$ cat src/rtl/dmem_pkg.sv
// dmem_pkg: shared FSM state type, default widths and error read value for dmem_bridge.
package dmem_pkg;
  typedef enum logic [1:0] {IDLE, BUSY, DONE} state_t;
  localparam int ADDR_W_DEF = 32;
  localparam int DATA_W_DEF = 32;
  localparam int TIMEOUT_DEF = 16;
  localparam int ERR_RDATA = 0;
endpackage

$ cat src/rtl/dmem_timeout_ctr.sv
// dmem_timeout_ctr: counts BUSY cycles and flags the cycle in which the access must be abandoned.
module dmem_timeout_ctr #(
  parameter int TIMEOUT = 16
) (
  input  logic clk,
  input  logic rst,
  input  logic clr,
  input  logic en,
  output logic expire
);
  logic [7:0] cnt;
  always_ff @(posedge clk or posedge rst)
    if (rst) cnt <= '0;
    else if (clr) cnt <= '0;
    else if (en) cnt <= cnt + 8'd1;
  assign expire = en && (cnt == 8'(TIMEOUT - 1));
endmodule

$ cat src/rtl/dmem_bridge.sv
// dmem_bridge: CPU load/store to single-outstanding memory bus bridge with timeout.
// Optional misaligned-access rejection when DMEM_BRIDGE_ALIGN_CHECK_EN is defined.
module dmem_bridge import dmem_pkg::*; #(
  parameter int ADDR_W = ADDR_W_DEF,
  parameter int DATA_W = DATA_W_DEF,
  parameter int TIMEOUT = TIMEOUT_DEF
) (
  input  logic              clk_i,
  input  logic              rst_i,
  input  logic              req_i,
  input  logic              we_i,
  input  logic [ADDR_W-1:0] addr_i,
  input  logic [DATA_W-1:0] wdata_i,
  output logic [DATA_W-1:0] rdata_o,
  output logic              stall_o,
  output logic              err_o,
  output logic              mem_req_o,
  output logic              mem_we_o,
  output logic [ADDR_W-1:0] mem_addr_o,
  output logic [DATA_W-1:0] mem_wdata_o,
  input  logic              mem_ack_i,
  input  logic [DATA_W-1:0] mem_rdata_i
);
  state_t state;
  logic   expire;
  dmem_timeout_ctr #(.TIMEOUT(TIMEOUT)) u_tmo (
    .clk(clk_i), .rst(rst_i), .clr(state != BUSY), .en(state == BUSY), .expire(expire)
  );
  // Bus request is a pure decode of state so an async reset drops it at once.
  assign mem_req_o = state == BUSY;
  assign stall_o = (state == BUSY) || (state == IDLE && req_i);
  always_ff @(posedge clk_i or posedge rst_i)
    if (rst_i) begin
      state       <= IDLE;
      rdata_o     <= '0;
      err_o       <= 1'b0;
      mem_we_o    <= 1'b0;
      mem_addr_o  <= '0;
      mem_wdata_o <= '0;
    end else begin
      case (state)
        IDLE: if (req_i) begin
          mem_we_o    <= we_i;
          mem_addr_o  <= addr_i;
          mem_wdata_o <= wdata_i;
`ifdef DMEM_BRIDGE_ALIGN_CHECK_EN
          if (addr_i[1:0] != 2'b00) begin
            state   <= DONE;
            err_o   <= 1'b1;
            rdata_o <= DATA_W'(ERR_RDATA);
          end else state <= BUSY;
`else
          state <= BUSY;
`endif
        end
        BUSY: if (mem_ack_i) begin
          if (!mem_we_o) rdata_o <= mem_rdata_i;
          state <= DONE;
        end else if (expire) begin
          err_o   <= 1'b1;
          rdata_o <= DATA_W'(ERR_RDATA);
          state   <= DONE;
        end
        DONE: begin
          err_o <= 1'b0;
          state <= IDLE;
        end
        default: state <= IDLE;
      endcase
    end
endmodule

$ cat config.mk
export PLATFORM = sky130hd
export DESIGN_NAME = dmem_bridge
export DESIGN_NICKNAME = d
export VERILOG_FILES = /design/src/rtl/dmem_pkg.sv /design/src/rtl/dmem_timeout_ctr.sv /design/src/rtl/dmem_bridge.sv
export SDC_FILE = /design/constraint.sdc
export NUM_CORES = 1
export LEC_CHECK = 0
export CORE_ASPECT_RATIO = 1.4
export CORE_MARGIN = 1
export CORE_UTILIZATION = 37
export DETAILED_ROUTE_END_ITERATION = 6
export PLACE_DENSITY_LB_ADDON = 0.2
export SYNTH_ARGS = -nofsm -noshare
export SYNTH_HDL_FRONTEND = slang
export SYNTH_SLANG_ARGS = --single-unit
$ cat constraint.sdc
create_clock -name clk_i -period 3.4 [get_ports clk_i]
set_input_delay 0.34 -clock clk_i [delete_from_list [all_inputs] [get_ports clk_i]]
set_output_delay 0.34 -clock clk_i [all_outputs]
set_load 0.03 [all_outputs]
==> out/metrics.yaml <==
post_drt_wl_per_cell_um: 16.5
start_kind: "flip-flop"
p_leak_nw: 2.74
final_antenna_net_count: 0
finalWirelength_um: 10600
syn_area_um2: 4380
grt_pass1_vias: 3284
use_met2_pct: 26.6
r2r_cells: 3
start_util_pct: 38.2
gr-total-overflow: 0
hpwl_um: 7480
grt_use_total_pct: 17.1
hold_path.class: "input pin to async pin"
hold_slack_ns: 0.401
core_area_um2: 11500
ys_types: 27
portBuffers: 200
yosys_warnings: 0
outcome: "completed"
antenna_found_initial: 0
vias_per_cell: 5.01
first_pass_iters: 4
skew_ns: 0.0129
cts.sinks: 108
utilization_pct: 59.8
synth_area_per_cell_um2: 14.7
synth_nets: 400
hold_viol_final: 0
layout_commonest_cell: "clkdlybuf4s50_1"
n_fill_cell: 946
cts-resized-gates: 0
die_area_um2: 12300
grt_pass1_wl_um: 16200
chipWidth_um: 94.0
irDropWorstVdd_mv: 0.502
critPathCaptureType: "output pin"
netlist_instances: 298
cts_tree: "yes"
final.period_utilization_pct: 68.3
critical_path.max_fanout: 12
clockBufferDepth: 2
met1_usage_pct: 22.5
ys_ff_latch: 108
fmax_mhz: 431
globalplace.congestion: 0.749
p_per_area_nw_per_um2: 921
syn_to_final_growth_pct: 56.3
maxCapViolCount: 0
final_cell_mix: "clkdlybuf4s50_1, dfrtp_1, mux2_2, a21boi_0, a221o_1"
drtIter0Drc: 86
period_needed_ns: 2.32
fin_setup_tns_ns: 0
clkTransAtPathRegs_ns: 0.07
clkLatencyLatePin_ns: 0.34
path_class: "flip-flop to output pin"
grtUsageMet3_pct: 4.86
synth-seq-area-share_pct: 61.7
die_height_um: 131
drive_gt1_share_pct: 19.3
holdBufCountCts: 0
cp.required_ns: 3.06
slew_headroom_pct: 33.0
worstMarginPinSlew_ns: 1.00
nNetsFinal: 595
antenna_cells: 0
arrival_ns: 1.98
io_pins: 201
cts_buffers: 9
vias: 3217
drcViolationCount: 0
rsz0062_at_grt: "no"
drv_slew: 0
clockRootBuffer: "clkbuf_16"
htree_levels: 3
placement_rows: 46
setup_viol: 0
postCtsSetupBuffers: 0
grt_busiest_layer: "met2"
grt_max_degree: 66
## final timing paths
path                                        startpoint                      end  slack [ns]
worst min-delay path                             rst_i   rdata_o[2]$_DFFE_PP0P_        0.40
worst max-delay path              state[1]$_DFFE_PP0P_                mem_req_o        1.08
worst min register to register  u_tmo.cnt[0]$_DFF_PP0_   u_tmo.cnt[0]$_DFF_PP0_        0.50
min in group clk_i              u_tmo.cnt[0]$_DFF_PP0_   u_tmo.cnt[0]$_DFF_PP0_        0.50
worst max register to register  u_tmo.cnt[5]$_DFF_PP0_  rdata_o[28]$_DFFE_PP0P_        1.45
max in group asynchronous                        rst_i  rdata_o[14]$_DFFE_PP0P_        2.26
## per-stage QoR
stage	instance area, um^2	setup slack [ns]	total power [mW]	std cells
CTS	6850	1.06	6.37	642
global placement	6520	1.23	5.16	626
floorplan	4380	0.214	3.88	298
detailed placement	6520	1.15	5.23	626
global route	6850	0.951	6.62	642
finish	6850	1.08	6.30	642
## where the power goes
part / switching [mW] / internal (mW)
combinational: 1.63 / 1.45
sequential: 0.311 / 1.79
clock: 0.456 / 0.666
## logic make-up after synthesis
logic type                 Yosys count  synth area share, %
muxes                               65                 16.7
buffers and inverters               24                 2.86
adders and majority gates            1                0.286
xor gates and xnor gates             3                0.600
and+or+nand+nor                     24                 3.31
AOI/OAI and AO/OA                   73                 14.5
DFF                                108                 61.7
## cell usage after synthesis
master    instances  area share (%)
buf_6             3            0.77
a221o_1          28             6.4
a41oi_4           1            0.63
nand2_1           3            0.26
or3_1             2            0.29
xor2_1            1            0.20
nand4_1           1            0.14
and2_1            1            0.14
a21o_2            1            0.20
a21boi_0         32             5.5
a221o_2           4             1.0
nor2_1            7            0.60
ha_1              1            0.29
or3_2             1            0.17
o21ai_0           4            0.46
dfrtp_1         108              62
buf_2            10             1.1
nor4_4            1            0.49
a21oi_1           3            0.34
inv_1             4            0.34
nand2b_1          1            0.14
xnor2_1           2            0.40
or4b_1            1            0.23
nand3_1           3            0.34
mux2_2           65              17
clkbuf_1          7            0.60
nor3b_1           3            0.51
## layer usage
layer  up-vias  routed length (um)
met4         0                 206
li1       1501                   -
met2       135                5120
met1      1569                4480
met3        12                 757
met5         -                   0
## worst max-delay path, cell delays in order (launching register included)
cell and delay (ns):
dfrtp_1 0.41, nand2b_1 0.37, inv_1 0.17, clkdlybuf4s50_1 0.70
## state kept, by name (all words and copies together) (netlist names)
register     cells
mem_addr_o      32
rdata_o         32
mem_wdata_o     32
u_tmo.cnt        8
err_o            1
state            2
mem_we_o         1
## layout make-up
type | instances | area, um^2 | area share, %
flip-flops and latches | 108 | 2700 | 39.5
multi-input cells | 166 | 1560 | 22.8
clock buffers | 10 | 239 | 3.49
clock inverters | 6 | 86.3 | 1.26
repair buffers | 204 | 2060 | 30.0
inverters | 4 | 17.5 | 0.256
well taps | 144 | 180 | 2.63
Power figures use the tool's default switching activity.
